--- src/rtl/vote_pkg.sv ---
// Shared types and helpers for the vote tally block.
package vote_pkg;

  localparam int DEF_NUM_CAND = 4;
  localparam int DEF_CNT_W    = 8;
  localparam int MAX_CAND     = 16;

  typedef enum logic [1:0] {
    ST_VOTE    = 2'd0,
    ST_HOLD    = 2'd1,
    ST_DISPLAY = 2'd2
  } vote_state_e;

  // True when exactly one bit of v is set (v != 0 and v has no second bit).
  function automatic logic is_onehot(input logic [MAX_CAND-1:0] v);
    return (v != '0) && ((v & (v - MAX_CAND'(1))) == '0);
  endfunction

endpackage

--- src/rtl/vote_leader_scan.sv ---
// Combinational max/argmax/tie scan over a flat bank of counters.
// The lowest index wins on ties; tie_o reports that the maximum is shared.
module vote_leader_scan
  import vote_pkg::*;
#(
  parameter int NUM_CAND = DEF_NUM_CAND,
  parameter int CNT_W    = DEF_CNT_W,
  parameter int SEL_W    = $clog2(NUM_CAND)
) (
  input  logic [NUM_CAND*CNT_W-1:0] counts_flat_i,
  output logic [SEL_W-1:0]          max_idx_o,
  output logic                      tie_o
);

  logic [CNT_W-1:0] best;

  // Linear scan: a strictly larger count takes the lead and clears the tie,
  // an equal count only marks a tie so the earlier index is kept.
  always_comb begin
    best      = counts_flat_i[CNT_W-1:0];
    max_idx_o = '0;
    tie_o     = 1'b0;
    for (int i = 1; i < NUM_CAND; i++) begin
      if (counts_flat_i[i*CNT_W +: CNT_W] > best) begin
        best      = counts_flat_i[i*CNT_W +: CNT_W];
        max_idx_o = SEL_W'(i);
        tie_o     = 1'b0;
      end else if (counts_flat_i[i*CNT_W +: CNT_W] == best) begin
        tie_o = 1'b1;
      end
    end
  end

endmodule

--- src/rtl/vote_tally_ctrl.sv ---
// Vote tally controller: edge-detected one-hot presses, post-vote hold-off,
// saturating per-candidate counters, running total, registered leader scan
// and a selectable display readout.
// Handshake: vote_req is a level input; a vote is taken on the rising edge of
// a single button while in VOTE with mode=0. vote_ack / vote_err are one-cycle
// pulses in the cycle after the press and are mutually exclusive. There is no
// back-pressure: presses outside VOTE are dropped without any response.
module vote_tally_ctrl
  import vote_pkg::*;
#(
  parameter int NUM_CAND = DEF_NUM_CAND,
  parameter int CNT_W    = DEF_CNT_W,
  parameter int HOLDOFF  = 16,
  parameter int SEL_W    = $clog2(NUM_CAND),
  parameter int TOT_W    = CNT_W + $clog2(NUM_CAND)
) (
  input  logic                      clk,
  input  logic                      rst,
  input  logic                      mode,
  input  logic [NUM_CAND-1:0]       vote_req,
  input  logic [SEL_W-1:0]          disp_sel,
  output logic [NUM_CAND*CNT_W-1:0] counts_flat,
  output logic [CNT_W-1:0]          disp_count,
  output logic [TOT_W-1:0]          total_votes,
  output logic [SEL_W-1:0]          leader_idx,
  output logic                      leader_tie,
  output logic                      leader_valid,
  output logic [NUM_CAND-1:0]       sat_flags,
  output logic                      vote_ack,
  output logic                      vote_err,
  output logic [1:0]                dbg_state
);

  localparam int HOLD_W = (HOLDOFF > 1) ? $clog2(HOLDOFF) : 1;
  localparam logic [CNT_W-1:0] CNT_MAX = {CNT_W{1'b1}};

  vote_state_e                      state_q, state_d;
  logic [HOLD_W-1:0]                hold_q, hold_d;
  logic [NUM_CAND-1:0]              prev_req_q;
  logic [NUM_CAND-1:0][CNT_W-1:0]   cnt_q, cnt_d;
  logic [TOT_W-1:0]                 total_q, total_d;
  logic [NUM_CAND-1:0]              sat_q, sat_d;
  logic                             ack_q, ack_d;
  logic                             err_q, err_d;
  logic [CNT_W-1:0]                 disp_q, disp_d;
  logic [SEL_W-1:0]                 lead_idx_q, scan_idx;
  logic                             lead_tie_q, scan_tie;
  logic                             lead_valid_q;

  logic [NUM_CAND-1:0]              rise;
  logic                             can_vote;
  logic                             rise_onehot;
  logic                             accept;

  // Press decode: rising edges only, accepted when one-hot in VOTE/voting mode.
  always_comb begin
    rise        = vote_req & ~prev_req_q;
    can_vote    = (state_q == ST_VOTE) && !mode;
    rise_onehot = is_onehot(MAX_CAND'(rise));
    accept      = can_vote && rise_onehot;
    ack_d       = accept;
    err_d       = can_vote && (rise != '0) && !rise_onehot;
  end

  // Counter bank: increment the pressed candidate unless already at max.
  always_comb begin
    cnt_d   = cnt_q;
    total_d = total_q;
    sat_d   = sat_q;
    for (int i = 0; i < NUM_CAND; i++) begin
      if (accept && rise[i]) begin
        if (cnt_q[i] != CNT_MAX) begin
          cnt_d[i] = cnt_q[i] + CNT_W'(1);
          total_d  = total_q + TOT_W'(1);
          if (cnt_q[i] == CNT_MAX - CNT_W'(1)) sat_d[i] = 1'b1;
        end else begin
          sat_d[i] = 1'b1;
        end
      end
    end
  end

  // Mode FSM: display overrides everything; HOLD counts down the hold-off.
  always_comb begin
    state_d = state_q;
    hold_d  = hold_q;
    if (mode) begin
      state_d = ST_DISPLAY;
      hold_d  = '0;
    end else begin
      case (state_q)
        ST_VOTE: begin
          if (accept) begin
            state_d = ST_HOLD;
            hold_d  = HOLD_W'(HOLDOFF - 1);
          end
        end
        ST_HOLD: begin
          if (hold_q == '0) state_d = ST_VOTE;
          else              hold_d  = hold_q - HOLD_W'(1);
        end
        ST_DISPLAY: state_d = ST_VOTE;
        default:    state_d = ST_VOTE;
      endcase
    end
  end

  // Display readout: selected counter in display mode, zero otherwise.
  always_comb begin
    disp_d = '0;
    if (mode && (int'(disp_sel) < NUM_CAND)) disp_d = cnt_q[disp_sel];
  end

  vote_leader_scan #(
    .NUM_CAND (NUM_CAND),
    .CNT_W    (CNT_W),
    .SEL_W    (SEL_W)
  ) u_scan (
    .counts_flat_i (cnt_q),
    .max_idx_o     (scan_idx),
    .tie_o         (scan_tie)
  );

  // State registers; prev_req resets high so a button held through reset is not a press.
  always_ff @(posedge clk or posedge rst) begin
    if (rst) begin
      state_q      <= ST_VOTE;
      hold_q       <= '0;
      prev_req_q   <= '1;
      cnt_q        <= '0;
      total_q      <= '0;
      sat_q        <= '0;
      ack_q        <= 1'b0;
      err_q        <= 1'b0;
      disp_q       <= '0;
      lead_idx_q   <= '0;
      lead_tie_q   <= 1'b0;
      lead_valid_q <= 1'b0;
    end else begin
      state_q      <= state_d;
      hold_q       <= hold_d;
      prev_req_q   <= vote_req;
      cnt_q        <= cnt_d;
      total_q      <= total_d;
      sat_q        <= sat_d;
      ack_q        <= ack_d;
      err_q        <= err_d;
      disp_q       <= disp_d;
      lead_idx_q   <= scan_idx;
      lead_tie_q   <= scan_tie;
      lead_valid_q <= (total_q != '0);
    end
  end

  assign counts_flat  = cnt_q;
  assign disp_count   = disp_q;
  assign total_votes  = total_q;
  assign leader_idx   = lead_idx_q;
  assign leader_tie   = lead_tie_q;
  assign leader_valid = lead_valid_q;
  assign sat_flags    = sat_q;
  assign vote_ack     = ack_q;
  assign vote_err     = err_q;
  assign dbg_state    = state_q;

endmodule

--- config.mk ---
export PLATFORM = sky130hd
export DESIGN_NAME = vote_tally_ctrl
export DESIGN_NICKNAME = d
export VERILOG_FILES = /design/src/rtl/vote_pkg.sv /design/src/rtl/vote_leader_scan.sv /design/src/rtl/vote_tally_ctrl.sv
export SDC_FILE = /design/constraint.sdc
export NUM_CORES = 1
export LEC_CHECK = 0
export CORE_MARGIN = 1.5
export CORE_UTILIZATION = 49
export CTS_CLUSTER_DIAMETER = 80
export DETAILED_ROUTE_END_ITERATION = 7
export MAX_ROUTING_LAYER = met4
export PLACE_DENSITY = 0.77
export SLEW_MARGIN = 20
export SYNTH_ARGS = -nofsm -noshare
export SYNTH_HDL_FRONTEND = slang
export SYNTH_HIERARCHICAL = 1
export SYNTH_SLANG_ARGS = --single-unit
--- constraint.sdc ---
create_clock -name clk -period 3.9 [get_ports clk]
set_clock_uncertainty 0.05 [all_clocks]
set_input_delay 1.17 -clock clk [delete_from_list [all_inputs] [get_ports clk]]
set_output_delay 1.17 -clock clk [all_outputs]
set_load 0.01 [all_outputs]
==> results by group <==
Global routing
  – Vias in the first global route: 4041
  – Global-route total usage across every layer: 28.5%
  – Number of antenna violations at the first check in global routing: 0
  – Wire length of the first global-routing pass: 20.8 mm
  – Pin count of the biggest net entering global routing: 42
  – Aggregate global routing overflow: 0

Logic synthesis
  – Post-synth top flop: sky130_fd_sc_hd__dfrtp_1
  – Share of synthesized area occupied by flip-flops and latches: 39.5%
  – Number of flops mapped to enable cells by yosys: 0
  – Yosys warning total: 6
  – Leading cell type by number of instances after synthesis: sky130_fd_sc_hd__dfrtp_1
  – Most numerous cell types in the synthesized netlist: sky130_fd_sc_hd__dfrtp_1 (66), sky130_fd_sc_hd__ha_1 (35), sky130_fd_sc_hd__xnor2_1 (30)
  – Unique masters post-synth: 64
  – Count of state elements after synthesis: 70
  – Top cell type by total area after synthesis: sky130_fd_sc_hd__dfrtp_1
  – Proportion of register bits with asynchronous set or reset after synthesis: 100%
  – Main area contributors after synthesis: sky130_fd_sc_hd__dfrtp_1 (37%), sky130_fd_sc_hd__ha_1 (9.9%), sky130_fd_sc_hd__xnor2_1 (5.9%)
  – Post-synthesis instance area: 4450 µm²
  – Syn_nets: 456
  – Syn avg cell area: 10.8 µm²
  – Mapped Cells: 412
  – Fraction of post-synthesis cell area in the top cell type by area: 37.2%

Power
  – Total power: 5.79 mW
  – Ratio of total power to cell area: 890 nW/µm²
  – Worst voltage drop across the vdd grid: 0.536 mV
  – Reported leakage power: 2.81 nW

Outcome
  – Outcome: complete, but fails checks
  – Violated checks: setup timing

Clock network
  – Number of buffers created by CTS: 9
  – Number of sinks on the clock net: 70
  – Reg clk slew, reported paths: 0.08 ns
  – Count of hold-fix buffers inserted at cts: 0
  – Clock root cell: sky130_fd_sc_hd__clkbuf_8
  – # H-tree levels: 3
  – TritonCTS clock tree: built
  – Clock latency reported for the late side of the worst-skew pair: 0.36 ns
  – Clock tree buffer depth: 2

Floorplanning
  – Total die area: 9650 µm²
  – Initial Util: 50.7%
  – Floorplan die width: 98.3 µm
  – Die boundary height: 98.3 µm
  – Number of placement rows: 34
  – Total core area: 8760 µm²
  – Boundary Pins: 71

Final layout
  – Fraction of final layout cells sized beyond drive strength 1: 33.6%
  – Synthesis-to-finish area growth: 46.5%
  – Count of inserted antenna diode cells: 0
  – Number of nets in the final layout: 617
  – Fill cell count: 604

Timing
  – Number of failing setup endpoints in the final timing report: 3
  – Min cycle time layout: 4.15 ns
  – Transition time at the pin with the least slew margin: 0.645 ns
  – Achievable frequency: 241 MHz
  – Part of the cycle the worst path needs: 107%
  – Number of hold violations in the final report: 0
  – Minimum hold slack: 0.419 ns
  – Max-slew violation count: 0
  – Unrepaired setup endpoints after global routing: true
  – Final Worst Setup Slack: -0.254 ns
  – Worst-case headroom to the max-slew limit: 56.9%

Routing
  – Routed vias: 4027
  – Detail-routed via count per cell: 5.87
  – Final antenna-violating net count: 0
  – DRC violation total after the first TritonRoute iteration: 325
  – Detailed-routing iteration count for the pre-antenna-repair pass: 5
  – DR WL/cell: 19.3 µm
  – Wire length reported by the detailed router: 13.3 mm
  – Residual DRC: 0

Critical path
  – Arrival time worst endpoint: 4.33 ns
  – Worst Setup Start Kind: flip-flop
  – Kind of capture point of the worst setup path: flip-flop
  – Data required, critical path: 4.07 ns
  – Count of cells along the worst register-to-register path: 20
  – Critical-path maximum fanout: 6
  – Type of the worst setup path: reg -> reg

Min path
  – Worst hold-check path type: reg -> reg
  – Worst Hold Path Cells: 2

Place
  – Gp weighted congestion: 1.00
  – DP Wirelength: 8.98 mm
  – Quantity of I/O buffers inserted on ports: 70

Flow run
  – Number of max-cap violations: 0
critical path, stage by stage (launching register included):
cell,delay (ns)
sky130_fd_sc_hd__dfrtp_2,0.42
sky130_fd_sc_hd__inv_2,0.07
sky130_fd_sc_hd__ha_4,0.20
sky130_fd_sc_hd__nor2b_4,0.12
sky130_fd_sc_hd__o211a_4,0.28
sky130_fd_sc_hd__o211ai_4,0.22
sky130_fd_sc_hd__buf_6,0.17
sky130_fd_sc_hd__nand3_2,0.09
sky130_fd_sc_hd__and3_4,0.17
sky130_fd_sc_hd__ha_4,0.23
sky130_fd_sc_hd__a211oi_4,0.29
sky130_fd_sc_hd__nor2_4,0.09
sky130_fd_sc_hd__o21ai_4,0.22
sky130_fd_sc_hd__and2_4,0.22
sky130_fd_sc_hd__a41o_1,0.21
sky130_fd_sc_hd__ha_4,0.21
sky130_fd_sc_hd__nor2b_1,0.12
sky130_fd_sc_hd__o21a_1,0.16
sky130_fd_sc_hd__o21a_1,0.18
sky130_fd_sc_hd__o21ai_2,0.20
sky130_fd_sc_hd__o211ai_1,0.12
power by group:
part	switching [mW]	total, mW	internal [mW]
logic	1.92	4.08	2.16
clock network	0.304	0.686	0.382
registers	0.165	1.03	0.865
total	2.39	5.79	3.41
flip-flops by register name (all words and copies together) (netlist names):
signal,flops
counts_flat,32
dbg_state,2
disp_count,8
hold_q,4
leader_idx,2
leader_tie,1
leader_valid,1
prev_req_q,4
sat_flags,4
total_votes,10
vote_ack,1
vote_err,1
placed cells by master, fill, tap and decap left out, types with 10 or more instances in the layout:
cell type,instances
sky130_fd_sc_hd__clkbuf_8,10
sky130_fd_sc_hd__nor2_1,13
sky130_fd_sc_hd__inv_1,21
sky130_fd_sc_hd__dfrtp_1,59
sky130_fd_sc_hd__nand2_1,19
sky130_fd_sc_hd__nand4_1,12
sky130_fd_sc_hd__buf_4,85
sky130_fd_sc_hd__ha_1,25
sky130_fd_sc_hd__a21oi_1,16
sky130_fd_sc_hd__clkdlybuf4s50_1,70
sky130_fd_sc_hd__nand3_1,18
sky130_fd_sc_hd__xnor2_1,30
cell families after synthesis:
logic type               share of synthesized area [%]
multiplexers                                      4.62
AO/OA/AOI/OAI                                     15.3
flip-flops                                        39.5
XOR/XNOR                                          7.68
AND/OR/NAND/NOR                                   19.3
buffers and inverters                             3.80
adder cells (fa/ha/maj)                           9.85
path summary, 6_finish.rpt:
path / from / to / slack, ns
min in group asynchronous: rst / sat_flags[1] / 1.16
max in group asynchronous: rst / prev_req_q[2] / 1.95
worst min-delay path: sat_flags[1] / sat_flags[1] / 0.42
worst min register to register: sat_flags[1] / sat_flags[1] / 0.42
worst max-delay path: counts_flat[1] / leader_idx[0] / -0.25
worst max register to register: counts_flat[1] / leader_idx[0] / -0.25
metal layers:
metal  part of all wire, %  routed length [µm]  track usage, %  vias up
met5                     0                   0               -        -
met4                   3.3                 435            12.0        0
met3                   4.6                 610            4.72       40
met2                    51                6710            47.2      153
met1                    41                5500            34.5     1988
li1                      -                   -               -     1846
what timing repair did:
item,CTS,global route
buffers inserted,32,3
pin swaps,7,14
setup endpoints to repair,3,3
resized for setup,35,22
final cells by class:
type | count | area (µm²) | area share, %
repair buffers | 163 | 1440 | 22.1
inverters | 23 | 86.3 | 1.33
flip-flops and latches | 70 | 1770 | 27.1
clock buffers | 10 | 138 | 2.11
well taps | 108 | 135 | 2.07
clock inverters | 6 | 93.8 | 1.44
multi-input cells | 306 | 2860 | 43.9
through the flow:
step | util [%] | setup TNS, ns | setup WS [ns] | cells | instance area, µm²
after floorplan | - | -0.355 | -0.132 | 412 | 4500
after global placement | 65.2 | -0.268 | -0.102 | 637 | 5720
after detailed placement | 65.2 | -0.528 | -0.199 | 637 | 5720
after CTS | 72.8 | -0.191 | -0.0835 | 684 | 6380
after global routing | 74.3 | -0.948 | -0.332 | 686 | 6510
final | 74.3 | -0.722 | -0.254 | 686 | 6510
Power figures use the tool's default switching activity.
